[src/rtl/cpu_execute_mc_if.sv]
// Stage-2 to stage-3 execute bus: decoded control and operands in, _3a pipeline registers out.
interface cpu_execute_mc_if #(
  parameter int unsigned DW = 32,
  parameter int unsigned TW = 35,
  parameter int unsigned IW = 48,
  parameter int unsigned AW = 8,
  parameter int unsigned PW = 11
);
  logic          valid_2a;
  logic [4:0]    alu_op_2a;
  logic [1:0]    c_alu_left_2a;
  logic [1:0]    c_alu_right_2a;
  logic [1:0]    c_branch_2a;
  logic          c_mem_write_2a;
  logic [2:0]    c_to_push_2a;
  logic          c_r0_2a;
  logic          c_r1_2a;
  logic [IW-1:0] instruction_2a;
  logic [DW-1:0] pc_2a;
  logic [DW-1:0] pc_1a;
  logic [TW-1:0] st_top_0_2a;
  logic [TW-1:0] st_top_n_2a;
  logic [PW-1:0] st_to_pop_2a;
  logic          kill_4a;
  logic          stall_2a;
  logic          valid_3a;
  logic          alu_cond_3a;
  logic          c_mem_write_3a;
  logic [DW-1:0] alu_out_3a;
  logic [DW-1:0] pc_3a;
  logic [IW-1:0] instruction_3a;
  logic [1:0]    c_branch_3a;
  logic [2:0]    c_to_push_3a;
  logic [AW-1:0] c_mem_addr_3a;
  logic [TW-1:0] r0_3a;
  logic [TW-1:0] r1_3a;
  logic [PW-1:0] st_to_pop_3a;

  modport master (
    output valid_2a, alu_op_2a, c_alu_left_2a, c_alu_right_2a, c_branch_2a, c_mem_write_2a,
    output c_to_push_2a, c_r0_2a, c_r1_2a, instruction_2a, pc_2a, pc_1a, st_top_0_2a,
    output st_top_n_2a, st_to_pop_2a, kill_4a,
    input  stall_2a, valid_3a, alu_cond_3a, c_mem_write_3a, alu_out_3a, pc_3a, instruction_3a,
    input  c_branch_3a, c_to_push_3a, c_mem_addr_3a, r0_3a, r1_3a, st_to_pop_3a
  );

  modport slave (
    input  valid_2a, alu_op_2a, c_alu_left_2a, c_alu_right_2a, c_branch_2a, c_mem_write_2a,
    input  c_to_push_2a, c_r0_2a, c_r1_2a, instruction_2a, pc_2a, pc_1a, st_top_0_2a,
    input  st_top_n_2a, st_to_pop_2a, kill_4a,
    output stall_2a, valid_3a, alu_cond_3a, c_mem_write_3a, alu_out_3a, pc_3a, instruction_3a,
    output c_branch_3a, c_to_push_3a, c_mem_addr_3a, r0_3a, r1_3a, st_to_pop_3a
  );
endinterface

[src/rtl/cpu_execute_mc.sv]
// Execute stage: single-cycle ALU plus iterative unsigned MUL (and DIVU/REMU when
// CPU_EXEC_DIV_EN is defined; otherwise DIVU/REMU are single-cycle, result 0, cond 1).
module cpu_execute_mc #(
  parameter int unsigned DW = 32,
  parameter int unsigned TW = 35,
  parameter int unsigned IW = 48,
  parameter int unsigned AW = 8,
  parameter int unsigned PW = 11
) (
  input logic             clk,
  input logic             rst_b,
  cpu_execute_mc_if.slave bus
);
  localparam int unsigned CW = $clog2(DW + 1);
  localparam int unsigned SW = $clog2(DW);
  localparam logic [4:0] OpAdd = 5'h00, OpSub = 5'h01, OpAnd = 5'h02, OpOr = 5'h03;
  localparam logic [4:0] OpXor = 5'h04, OpShl = 5'h05, OpShr = 5'h06, OpLtu = 5'h07;
  localparam logic [4:0] OpEq = 5'h08, OpMul = 5'h18, OpDivu = 5'h19, OpRemu = 5'h1A;

  typedef enum logic [1:0] {StIdle, StBusy, StDone} state_e;

  state_e        state_q;
  logic [CW-1:0] cnt_q;
  logic [DW-1:0] acc_hi_q, acc_lo_q, opb_q;
  logic [DW-1:0] opa, opb, alu_res, res_out, acc_hi_nx, acc_lo_nx;
  logic [DW:0]   mul_sum;
  logic          alu_cnd, cmp_op, cmp_val, res_cnd, is_mc, stall;

  always_comb begin
    unique case (bus.c_alu_left_2a)
      2'd0:    opa = bus.instruction_2a[DW-1:0];
      2'd1:    opa = bus.st_top_0_2a[DW-1:0];
      2'd2:    opa = bus.st_top_n_2a[DW-1:0];
      default: opa = bus.pc_1a;
    endcase
    unique case (bus.c_alu_right_2a)
      2'd0:    opb = bus.instruction_2a[DW-1:0];
      2'd1:    opb = bus.st_top_0_2a[DW-1:0];
      2'd2:    opb = bus.st_top_n_2a[DW-1:0];
      default: opb = bus.r1_3a[DW-1:0];
    endcase
  end

  // Single-cycle ALU; cond is the compare result for LTU/EQ, otherwise result==0.
  always_comb begin
    alu_res = opa;
    cmp_op  = 1'b0;
    cmp_val = 1'b0;
    case (bus.alu_op_2a)
      OpAdd: alu_res = opa + opb;
      OpSub: alu_res = opa - opb;
      OpAnd: alu_res = opa & opb;
      OpOr:  alu_res = opa | opb;
      OpXor: alu_res = opa ^ opb;
      OpShl: alu_res = opa << opb[SW-1:0];
      OpShr: alu_res = opa >> opb[SW-1:0];
      OpLtu: begin
        cmp_op  = 1'b1;
        cmp_val = opa < opb;
        alu_res = {{(DW-1){1'b0}}, cmp_val};
      end
      OpEq: begin
        cmp_op  = 1'b1;
        cmp_val = opa == opb;
        alu_res = {{(DW-1){1'b0}}, cmp_val};
      end
`ifndef CPU_EXEC_DIV_EN
      OpDivu, OpRemu: alu_res = '0;
`endif
      default: alu_res = opa;
    endcase
    alu_cnd = cmp_op ? cmp_val : (alu_res == '0);
  end

`ifdef CPU_EXEC_DIV_EN
  logic          div_q, rem_q, div_ge;
  logic [DW:0]   div_shift;
  assign is_mc = (bus.alu_op_2a == OpMul) || (bus.alu_op_2a == OpDivu) ||
                 (bus.alu_op_2a == OpRemu);
`else
  assign is_mc = (bus.alu_op_2a == OpMul);
`endif

  // MUL: {hi,lo} shifts right with lo holding the multiplier. DIV: hi=remainder, lo=quotient.
  always_comb begin
    mul_sum   = {1'b0, acc_hi_q} + (acc_lo_q[0] ? {1'b0, opb_q} : '0);
    acc_hi_nx = mul_sum[DW:1];
    acc_lo_nx = {mul_sum[0], acc_lo_q[DW-1:1]};
    res_out   = (state_q == StDone) ? acc_lo_q : alu_res;
    res_cnd   = (state_q == StDone) ? (acc_hi_q != '0) : alu_cnd;
`ifdef CPU_EXEC_DIV_EN
    div_shift = {acc_hi_q, acc_lo_q[DW-1]};
    div_ge    = div_shift >= {1'b0, opb_q};
    if (div_q || rem_q) begin
      acc_hi_nx = div_ge ? (div_shift[DW-1:0] - opb_q) : div_shift[DW-1:0];
      acc_lo_nx = {acc_lo_q[DW-2:0], div_ge};
      if (state_q == StDone) begin
        res_out = rem_q ? acc_hi_q : acc_lo_q;
        res_cnd = (opb_q == '0);
      end
    end
`endif
  end

  assign stall        = bus.valid_2a & is_mc & (state_q != StDone);
  assign bus.stall_2a = rst_b & stall;

  always_ff @(posedge clk or negedge rst_b) begin
    if (!rst_b) begin
      state_q            <= StIdle;
      cnt_q              <= '0;
      acc_hi_q           <= '0;
      acc_lo_q           <= '0;
      opb_q              <= '0;
`ifdef CPU_EXEC_DIV_EN
      div_q              <= 1'b0;
      rem_q              <= 1'b0;
`endif
      bus.valid_3a       <= 1'b0;
      bus.alu_cond_3a    <= 1'b0;
      bus.c_mem_write_3a <= 1'b0;
      bus.alu_out_3a     <= '0;
      bus.pc_3a          <= '0;
      bus.instruction_3a <= '0;
      bus.c_branch_3a    <= '0;
      bus.c_to_push_3a   <= '0;
      bus.c_mem_addr_3a  <= '0;
      bus.r0_3a          <= '0;
      bus.r1_3a          <= '0;
      bus.st_to_pop_3a   <= '0;
    end else begin
      case (state_q)
        StIdle: begin
          if (bus.valid_2a && is_mc && !bus.kill_4a) begin
            state_q  <= StBusy;
            cnt_q    <= CW'(DW);
            acc_hi_q <= '0;
            acc_lo_q <= opa;
            opb_q    <= opb;
`ifdef CPU_EXEC_DIV_EN
            div_q    <= (bus.alu_op_2a == OpDivu);
            rem_q    <= (bus.alu_op_2a == OpRemu);
`endif
          end
        end
        StBusy: begin
          if (bus.kill_4a) begin
            state_q <= StIdle;
            cnt_q   <= '0;
          end else begin
            acc_hi_q <= acc_hi_nx;
            acc_lo_q <= acc_lo_nx;
            cnt_q    <= cnt_q - 1'b1;
            if (cnt_q == CW'(1)) state_q <= StDone;
          end
        end
        default: state_q <= StIdle;
      endcase

      if (!stall) begin
        bus.valid_3a       <= bus.valid_2a & ~bus.kill_4a;
        bus.alu_out_3a     <= res_out;
        bus.alu_cond_3a    <= res_cnd;
        bus.pc_3a          <= bus.pc_2a;
        bus.instruction_3a <= bus.instruction_2a;
        bus.c_mem_addr_3a  <= bus.st_top_n_2a[AW-1:0];
        bus.c_branch_3a    <= bus.kill_4a ? 2'b0 : bus.c_branch_2a;
        bus.c_mem_write_3a <= bus.c_mem_write_2a & ~bus.kill_4a;
        bus.c_to_push_3a   <= bus.kill_4a ? 3'b0 : bus.c_to_push_2a;
        bus.st_to_pop_3a   <= bus.kill_4a ? '0 : bus.st_to_pop_2a;
        if (bus.c_r0_2a && !bus.kill_4a) bus.r0_3a <= bus.st_top_0_2a;
        if (bus.c_r1_2a && !bus.kill_4a) bus.r1_3a <= bus.st_top_n_2a;
      end else begin
        bus.valid_3a       <= 1'b0;
        bus.c_branch_3a    <= '0;
        bus.c_mem_write_3a <= 1'b0;
        bus.c_to_push_3a   <= '0;
        bus.st_to_pop_3a   <= '0;
      end
    end
  end
endmodule

[src/flat_wrapper.sv]
// flat-port wrapper written by rule: the top's interface ports become plain ports
module cpu_execute_mc_flat 
#(
  parameter int unsigned DW = 32,
  parameter int unsigned TW = 35,
  parameter int unsigned IW = 48,
  parameter int unsigned AW = 8,
  parameter int unsigned PW = 11
)
  (clk, rst_b, bus_valid_2a, bus_alu_op_2a, bus_c_alu_left_2a, bus_c_alu_right_2a, bus_c_branch_2a, bus_c_mem_write_2a, bus_c_to_push_2a, bus_c_r0_2a, bus_c_r1_2a, bus_instruction_2a, bus_pc_2a, bus_pc_1a, bus_st_top_0_2a, bus_st_top_n_2a, bus_st_to_pop_2a, bus_kill_4a, bus_stall_2a, bus_valid_3a, bus_alu_cond_3a, bus_c_mem_write_3a, bus_alu_out_3a, bus_pc_3a, bus_instruction_3a, bus_c_branch_3a, bus_c_to_push_3a, bus_c_mem_addr_3a, bus_r0_3a, bus_r1_3a, bus_st_to_pop_3a);
  cpu_execute_mc_if #(.DW(DW), .TW(TW), .IW(IW), .AW(AW), .PW(PW)) bus_i ();
  input logic clk;
  input logic rst_b;
  input wire logic [$bits(bus_i.valid_2a)-1:0] bus_valid_2a;
  input wire logic [$bits(bus_i.alu_op_2a)-1:0] bus_alu_op_2a;
  input wire logic [$bits(bus_i.c_alu_left_2a)-1:0] bus_c_alu_left_2a;
  input wire logic [$bits(bus_i.c_alu_right_2a)-1:0] bus_c_alu_right_2a;
  input wire logic [$bits(bus_i.c_branch_2a)-1:0] bus_c_branch_2a;
  input wire logic [$bits(bus_i.c_mem_write_2a)-1:0] bus_c_mem_write_2a;
  input wire logic [$bits(bus_i.c_to_push_2a)-1:0] bus_c_to_push_2a;
  input wire logic [$bits(bus_i.c_r0_2a)-1:0] bus_c_r0_2a;
  input wire logic [$bits(bus_i.c_r1_2a)-1:0] bus_c_r1_2a;
  input wire logic [$bits(bus_i.instruction_2a)-1:0] bus_instruction_2a;
  input wire logic [$bits(bus_i.pc_2a)-1:0] bus_pc_2a;
  input wire logic [$bits(bus_i.pc_1a)-1:0] bus_pc_1a;
  input wire logic [$bits(bus_i.st_top_0_2a)-1:0] bus_st_top_0_2a;
  input wire logic [$bits(bus_i.st_top_n_2a)-1:0] bus_st_top_n_2a;
  input wire logic [$bits(bus_i.st_to_pop_2a)-1:0] bus_st_to_pop_2a;
  input wire logic [$bits(bus_i.kill_4a)-1:0] bus_kill_4a;
  output wire logic [$bits(bus_i.stall_2a)-1:0] bus_stall_2a;
  output wire logic [$bits(bus_i.valid_3a)-1:0] bus_valid_3a;
  output wire logic [$bits(bus_i.alu_cond_3a)-1:0] bus_alu_cond_3a;
  output wire logic [$bits(bus_i.c_mem_write_3a)-1:0] bus_c_mem_write_3a;
  output wire logic [$bits(bus_i.alu_out_3a)-1:0] bus_alu_out_3a;
  output wire logic [$bits(bus_i.pc_3a)-1:0] bus_pc_3a;
  output wire logic [$bits(bus_i.instruction_3a)-1:0] bus_instruction_3a;
  output wire logic [$bits(bus_i.c_branch_3a)-1:0] bus_c_branch_3a;
  output wire logic [$bits(bus_i.c_to_push_3a)-1:0] bus_c_to_push_3a;
  output wire logic [$bits(bus_i.c_mem_addr_3a)-1:0] bus_c_mem_addr_3a;
  output wire logic [$bits(bus_i.r0_3a)-1:0] bus_r0_3a;
  output wire logic [$bits(bus_i.r1_3a)-1:0] bus_r1_3a;
  output wire logic [$bits(bus_i.st_to_pop_3a)-1:0] bus_st_to_pop_3a;
  assign bus_i.valid_2a = bus_valid_2a;
  assign bus_i.alu_op_2a = bus_alu_op_2a;
  assign bus_i.c_alu_left_2a = bus_c_alu_left_2a;
  assign bus_i.c_alu_right_2a = bus_c_alu_right_2a;
  assign bus_i.c_branch_2a = bus_c_branch_2a;
  assign bus_i.c_mem_write_2a = bus_c_mem_write_2a;
  assign bus_i.c_to_push_2a = bus_c_to_push_2a;
  assign bus_i.c_r0_2a = bus_c_r0_2a;
  assign bus_i.c_r1_2a = bus_c_r1_2a;
  assign bus_i.instruction_2a = bus_instruction_2a;
  assign bus_i.pc_2a = bus_pc_2a;
  assign bus_i.pc_1a = bus_pc_1a;
  assign bus_i.st_top_0_2a = bus_st_top_0_2a;
  assign bus_i.st_top_n_2a = bus_st_top_n_2a;
  assign bus_i.st_to_pop_2a = bus_st_to_pop_2a;
  assign bus_i.kill_4a = bus_kill_4a;
  assign bus_stall_2a = bus_i.stall_2a;
  assign bus_valid_3a = bus_i.valid_3a;
  assign bus_alu_cond_3a = bus_i.alu_cond_3a;
  assign bus_c_mem_write_3a = bus_i.c_mem_write_3a;
  assign bus_alu_out_3a = bus_i.alu_out_3a;
  assign bus_pc_3a = bus_i.pc_3a;
  assign bus_instruction_3a = bus_i.instruction_3a;
  assign bus_c_branch_3a = bus_i.c_branch_3a;
  assign bus_c_to_push_3a = bus_i.c_to_push_3a;
  assign bus_c_mem_addr_3a = bus_i.c_mem_addr_3a;
  assign bus_r0_3a = bus_i.r0_3a;
  assign bus_r1_3a = bus_i.r1_3a;
  assign bus_st_to_pop_3a = bus_i.st_to_pop_3a;
  cpu_execute_mc #(.DW(DW), .TW(TW), .IW(IW), .AW(AW), .PW(PW)) u_core (.clk(clk), .rst_b(rst_b), .bus(bus_i));
endmodule
[config.mk]
export PLATFORM = sky130hd
export DESIGN_NAME = cpu_execute_mc_flat
export DESIGN_NICKNAME = d
export VERILOG_FILES = /design/src/rtl/cpu_execute_mc_if.sv /design/src/rtl/cpu_execute_mc.sv /design/src/flat_wrapper.sv
export SDC_FILE = /design/constraint.sdc
export NUM_CORES = 1
export LEC_CHECK = 0
export CELL_PAD_IN_SITES_DETAIL_PLACEMENT = 0
export CELL_PAD_IN_SITES_GLOBAL_PLACEMENT = 1
export CORE_MARGIN = 4
export CORE_UTILIZATION = 45
export DETAILED_ROUTE_END_ITERATION = 12
export DONT_BUFFER_PORTS = 1
export PLACE_DENSITY_LB_ADDON = 0.1
export SYNTH_ARGS = -nofsm -noshare
export SYNTH_HDL_FRONTEND = slang
export SYNTH_SLANG_ARGS = --single-unit
[constraint.sdc]
create_clock -name clk -period 4.87 [get_ports clk]
set_input_delay 1.2175 -clock clk [delete_from_list [all_inputs] [get_ports clk]]
set_output_delay 1.2175 -clock clk [all_outputs]
set_load 0.03 [all_outputs]
==> out/results.txt, run 1 <==
Startpoint types - input pin
Setup_tns - 0 ps
Max Cap Viol - 0
Dpl cells - 3723
Synth warn - 0
Synth Flop Type - dfrtp_1
Die height - 243 um
ANT nets after route - 0
Num CTS Buffers - 35
Root Driver - clkbuf_16
CP Cell Sequence - mux4_4 > buf_4 > buf_12 > mux2_2 > mux2i_1 > o22ai_1 > a221oi_1 > buf_4 > a32oi_1 > or4_1 > nor4_1 > buf_4 > nand4_1 > and4b_1 > nand4b_1 > o21ai_1
Fin crit share - 0.966
Pin count of the biggest net entering global routing - 315
Area grow syn2layout - 22.5%
Worst vdd ir - 310 uV
Via density - 6.50
Drt pass-1 iters - 6
First-iteration detailed-routing DRC count - 2500
R2R depth - 18
Met1 Use GR - 0.512
Starting Density - 0.458
CP max stage delay - 670 ps
P_leak - 0.0137 uW
GR met2 Demand/Resource - 0.592
Synth area leaders - dfrtp_1 (32%), mux2_2 (8.8%), ha_1 (7.1%), mux4_2 (5.6%), mux2i_1 (5.3%)
Core area - 54200 um^2
Die W - 243 um
Outcome - completed
Share of flip-flops with an asynchronous set or reset - 1.00
Global-route usage over all layers - 0.382
Synth unique cells - 86
Final Hold Viols - 0
Hold_ws - 366 ps
TritonCTS clock tree - done
I/O pin total - 424
Port Buffer Count - 0
Syn Area/Cell - 9.20 um^2
Crit path launch - bus_c_alu_right_2a[0]
Vias - 24.7k
CP max stage cell - mux4_4
Final min period - 4710 ps
Post-CTS Hold Buffers - 0
Worst Setup Slack, final - 164 ps
Fill cells - 4915
Post-DP HPWL - 95100 um
GP Congestion - 1.05
Register area share after synthesis - 0.316
Pwr Density - 346 nW/um^2
Crit-path max FO - 35
Worst endpoint required time - 5350 ps
Slew Limit Headroom - 0.252
Final max-slew violation count - 0
Peak Freq - 212 MHz
Worst skew pair latency - 570 ps
Worst min path class - input pin to asynchronous set/reset pin
Final nets - 3421
Number of remaining DRC errors - 0
Pre-CTS setup slack - -399 ps
Syn Inst Count - 2697
Clk_skew - 38.3 ps
Worst path most repeated cell - buf_4
Final WL - 117000 um
CP top delay family - simple AND/OR/NAND/NOR gates
Post-synth top area cell - dfrtp_1
Remaining Overflow, GRT - 0
Post-Syn Area - 24800 um^2
Worst slew pin tran - 1120 ps
#FFs+latches synth - 313
Reg-to-reg slack, setup - 390 ps
Count leader, synth - dfrtp_1
Post-synth EDFFs - 0
Critical setup path kind - input pin to register
Clock sink count - 313
Initial antenna violation count - 12
Clock Path Buffers - 3
Top cell type's share of synthesized area - 0.316
Endpoints failing setup - 0
Rows - 85
Worst r2r src - u_core.bus.r1_3a[1]
First-pass GRT wire length - 170000 um
Critical Path End Type - register
Buf/Inv on CP - 4
Vias in the first global route - 24.5k
Syn nets - 3054
Die ar. - 59000 um^2
Top Usage Layer GRT - met2
H-tree Lvls - 2
Top cells by count, synth - dfrtp_1 (313), nand2_1 (245), o21ai_0 (213), mux2_2 (195), nor2_1 (188)
GR Util met3 - 0.101
Non-Filler Instances - 3795
Unrepaired setup endpoints after global routing - no
Clock transition at the registers of the reported paths - 70 ps
Arrival time worst endpoint - 5190 ps
DR WL/cell - 30.9 um
Reg-to-reg endpoint - u_core.bus.alu_out_3a[27]
Layout cell share with drive strength beyond 1 - 0.290
==> final cells by class <==
class,instances,area (um^2),area share
Timing Repair Buffer,515,4050,0.133
Sequential cell,313,7830,0.258
Inverter,110,413,0.0136
Clock inverter,12,188,0.00617
Multi-Input combinational cell,2089,16000,0.525
Tap cell,696,871,0.0286
Clock buffer,50,1040,0.0344
Antenna cell,10,25.0,0.000823
==> metrics by stage <==
step,total power [uW],util,instance area (um^2)
global route,10900,0.560,30400
detailed placement,7570,0.537,29100
CTS,10400,0.559,30300
global placement,7530,0.537,29100
finish,10500,0.561,30400
floorplan,5630,-,25000
==> registers in the layout, indices dropped and copies added, names as in the netlist, 2 cells and up <==
register and cells:
u_core.bus.r0_3a 35, u_core.opb_q 32, u_core.cnt_q 6, u_core.bus.c_to_push_3a 3, u_core.bus.c_branch_3a 2, u_core.bus.r1_3a 35
u_core.bus.st_to_pop_3a 11, u_core.bus.alu_out_3a 32, u_core.bus.pc_3a 32, u_core.bus.c_mem_addr_3a 8, u_core.acc_lo_q 32, u_core.state_q 2
u_core.bus.instruction_3a 48, u_core.acc_hi_q 32
==> cell usage in the layout, fill, tap and decap left out, types with 106 or more instances in the layout <==
cell and n:
ha_1 138, nor2_1 185, nand2_1 242, o21ai_0 206, a21oi_1 143, dfrtp_1 313, buf_4 500, mux2_2 194
mux2i_1 132, inv_1 106
==> worst reg2reg max path: cells and delay by family (launching register included) <==
family | cells | cell delay [ps]
flip-flops | 1 | 580
multiplexers | 3 | 540
buffers and inverters | 4 | 690
adder cells (fa/ha/maj) | 1 | 260
AO/OA/AOI/OAI | 7 | 1860
AND/OR/NAND/NOR | 3 | 460
==> routing by layer <==
| layer | vias to the layer above | wire, um |
|---|---|---|
| li1 | 10800 | - |
| met1 | 12200 | 47700 |
| met2 | 1437 | 52000 |
| met3 | 255 | 12300 |
| met4 | 10 | 5240 |
| met5 | - | 67 |
==> report_power, final <==
group	switching [uW]	total [uW]	leakage, uW	internal (uW)
Sequential	653	3560	0.00386	2900
Combinational	2300	4110	0.00925	1820
Clock	1120	2840	0.000606	1720
Total	4080	10500	0.0137	6440
==> cell families (layout without fill, tap and decap cells) <==
family / Yosys count / in the layout / synth area share
other: 0 / 10 / 0
flip-flops: 313 / 313 / 0.316
XOR/XNOR: 38 / 38 / 0.0134
adder cells (fa/ha/maj): 143 / 143 / 0.0730
AND/OR/NAND/NOR: 750 / 750 / 0.142
buffers and inverters: 295 / 687 / 0.0484
multiplexers: 402 / 402 / 0.206
AO/OA/AOI/OAI: 756 / 756 / 0.201
==> how the worst max path moves through the flow <==
stage / to / slack, ps / cells past startpoint
6_report: u_core.bus.alu_cond_3a / 160 / 16
2_1_floorplan: u_core.bus.alu_out_3a[30] / -520 / 21
3_5_place_dp: u_core.bus.alu_out_3a[0] / -400 / 18
4_1_cts: u_core.bus.alu_out_3a[0] / 150 / 18
5_1_grt: u_core.bus.alu_cond_3a / 2 / 17
3_3_place_gp: u_core.bus.alu_cond_3a / -360 / 17
==> what timing repair did <==
| item | CTS | global route |
|---|---|---|
| setup buffers | 0 | 0 |
| gates resized for setup | 0 | 6 |
| setup endpoints to repair | 0 | 2 |
Note: power is estimated with default switching activity, not from simulation.
==> inputs of run 2 (changes only) <==
--- a/config.mk
+++ b/config.mk
@@ -5,12 +5,12 @@
 export SDC_FILE = /design/constraint.sdc
 export NUM_CORES = 1
 export LEC_CHECK = 0
+export BUFFER_PORTS_ARGS = -buffer_cell sky130_fd_sc_hd__buf_2
 export CELL_PAD_IN_SITES_DETAIL_PLACEMENT = 0
 export CELL_PAD_IN_SITES_GLOBAL_PLACEMENT = 1
 export CORE_MARGIN = 4
-export CORE_UTILIZATION = 45
+export CORE_UTILIZATION = 40
 export DETAILED_ROUTE_END_ITERATION = 12
-export DONT_BUFFER_PORTS = 1
 export PLACE_DENSITY_LB_ADDON = 0.1
 export SYNTH_ARGS = -nofsm -noshare
 export SYNTH_HDL_FRONTEND = slang
==> out/results.txt, run 2 (synthesis results as in run 1) <==
Outcome - complete, but fails checks
Violated checks - negative setup slack
Reg power frac - 0.276 (-0.062)
H-tree Lvls - 2 (unchanged)
Clk_skew - 22.5 ps (-15.9 ps)
Layout cell share with drive strength beyond 1 - 0.417 (+0.128)
Worst vdd ir - 318 uV (+2.5%)
Die height - 257 um (+5.9%)
Die ar. - 66100 um^2 (+12%)
GP Congestion - 1.08 (+3.0%)
Clock Path Buffers - 3 (unchanged)
Port Buffer Count - 423 (+423)
Vias in the first global route - 27.1k (+11%)
Worst endpoint required time - 5360 ps (about the same)
Initial antenna violation count - 24 (+12)
Via density - 5.97 (-8.2%)
Switch Pwr - 4520 uW (+11%)
Final nets - 4033 (+18%)
Slew Limit Headroom - 0.312 (+0.0603)
Pwr Density - 330 nW/um^2 (-4.5%)
Top reg by flops - u_core.bus.instruction_3a
Final WL - 126000 um (+7.5%)
Drt pass-1 iters - 6 (unchanged)
Num CTS Buffers - 37 (+5.7%)
First-pass GRT wire length - 184000 um (+8.4%)
Commonest non-fill, non-tap cell in the layout - buf_4
Pre-CTS setup slack - -1070 ps (-672 ps)
Crit-path max FO - 3 (-91%)
Arrival time worst endpoint - 5440 ps (+250 ps)
Global-route usage over all layers - 0.369 (-0.0128)
Worst Setup Slack, final - -81.6 ps (-246 ps)
Critical setup path kind - input pin to register
Endpoints failing setup - 1 (+1)
Clock transition at the registers of the reported paths - 60 ps (about the same)
Max reg flops - 48 (unchanged)
Worst min path class - register to register
Max Cap Viol - 0 (unchanged)
Pin count of the biggest net entering global routing - 133 (-58%)
First-iteration detailed-routing DRC count - 2929 (+17%)
Startpoint types - input pin
Most frequent cells in the layout - buf_4 (674), buf_2 (418), dfrtp_1 (313)
Core area - 61600 um^2 (+14%)
Largest regs - u_core.bus.instruction_3a (48), u_core.bus.r0_3a (35), u_core.bus.r1_3a (35)
Final Cell Area - 34600 um^2 (+14%)
Clk pwr share - 0.259 (-0.011)
Vias - 27.1k (+10%)
Post-CTS Hold Buffers - 0 (unchanged)
Final max-slew violation count - 0 (unchanged)
Critical Path End Type - register
Fin crit share - 1.02 (+0.0504)
Starting Density - 0.403 (-0.0547)
Remaining Overflow, GRT - 0 (unchanged)
Rows - 91 (+7.1%)
Pint - 6920 uW (+7.5%)
Worst slew pin tran - 1020 ps (-101 ps)
Number of remaining DRC errors - 0 (unchanged)
Combinational share of power - 0.465 (+0.074)
I/O pin total - 424 (unchanged)
Sw frac - 0.395 (+0.00720)
Dpl cell area - 32900 um^2 (+13%)
Final Hold Viols - 0 (unchanged)
DR WL/cell - 27.7 um (-10%)
Hold_ws - 472 ps (+105 ps)
Root Driver - clkbuf_16
Die W - 257 um (+5.9%)
Unrepaired setup endpoints after global routing - yes
Pwr Total - 11400 uW (+8.8%)
ANT nets after route - 0 (unchanged)
Worst skew pair latency - 580 ps (about the same)
Area grow syn2layout - 39.5%
Peak Freq - 202 MHz (-5.0%)
P_leak - 0.0164 uW (+20%)
Clock sink count - 313 (unchanged)
TritonCTS clock tree - done
Post-DP HPWL - 104000 um (+8.9%)
Reg-to-reg slack, setup - 270 ps (-120 ps)
Final min period - 4950 ps (+246 ps)
## run 2: final timing paths
path                                     endpoint  cells after the start             startpoint
hold reg to reg                   u_core.opb_q[2]                      2        u_core.opb_q[2]
hold / removal                    u_core.opb_q[2]                      2        u_core.opb_q[2]
setup / recovery           u_core.bus.alu_cond_3a                     15  bus_instruction_2a[0]
min in group asynchronous         u_core.cnt_q[4]                      1                  rst_b
setup reg to reg           u_core.bus.alu_cond_3a                     14    u_core.bus.r1_3a[0]
max in group asynchronous    u_core.bus.pc_3a[26]                      3                  rst_b
## run 2: repair_timing
action                                  4_1_cts  5_1_grt
pin swaps                                     3        7
gates cloned                                  0        0
setup buffers                                 6        8
endpoints found under the setup margin        6       16
resized for setup                            20       50
## run 2: through the flow
stage                     instances   util  setup TNS (ps)
final                          4548  0.562           -81.6
after global routing           4546  0.562            -135
after CTS                      4533  0.557           -71.8
after detailed placement       4460  0.534          -10830
after global placement         4460  0.534           -9430
after floorplan                2697      -           -1720
## run 2: final cells by class
cell class / instances / area (um^2)
inverters: 110 / 413
multi-input cells: 2089 / 16200
repair buffers: 1125 / 7770
well taps: 837 / 1050
clock buffers: 52 / 1070
diodes: 7 / 17.5
clock inverters: 15 / 218
fillers: 5579 / 27000
flip-flops and latches: 313 / 7830
## run 2: power groups by stage
stage          Sequential (uW)  Combinational [uW]  Clock [uW]
4_1_cts                   3140                5150        3000
2_1_floorplan             3480                2150           0
3_3_place_gp              3170                5060           0
6_report                  3150                5320        2960
5_1_grt                   3190                5600        3110
3_5_place_dp              3180                5090           0
## run 2: worst max-delay path, cell delays in order
cell,delay [ps]
buf_2,110
mux4_4,670
ha_1,300
fa_2,550
o22ai_1,150
a2111oi_1,530
o21ai_1,220
o32ai_2,370
nand3_2,210
nor4_4,280
buf_4,150
nand4_1,150
and4b_1,290
nand4b_1,80
o21ai_1,150
## run 2: routing by layer
| layer | part of all wire | global-route usage | vias up |
|---|---|---|---|
| met2 | 0.44 | 0.574 | 1454 |
| met5 | 0.00058 | 0 | - |
| met1 | 0.41 | 0.500 | 13400 |
| met3 | 0.094 | 0.0792 | 295 |
| li1 | - | - | 12000 |
| met4 | 0.050 | 0.154 | 12 |
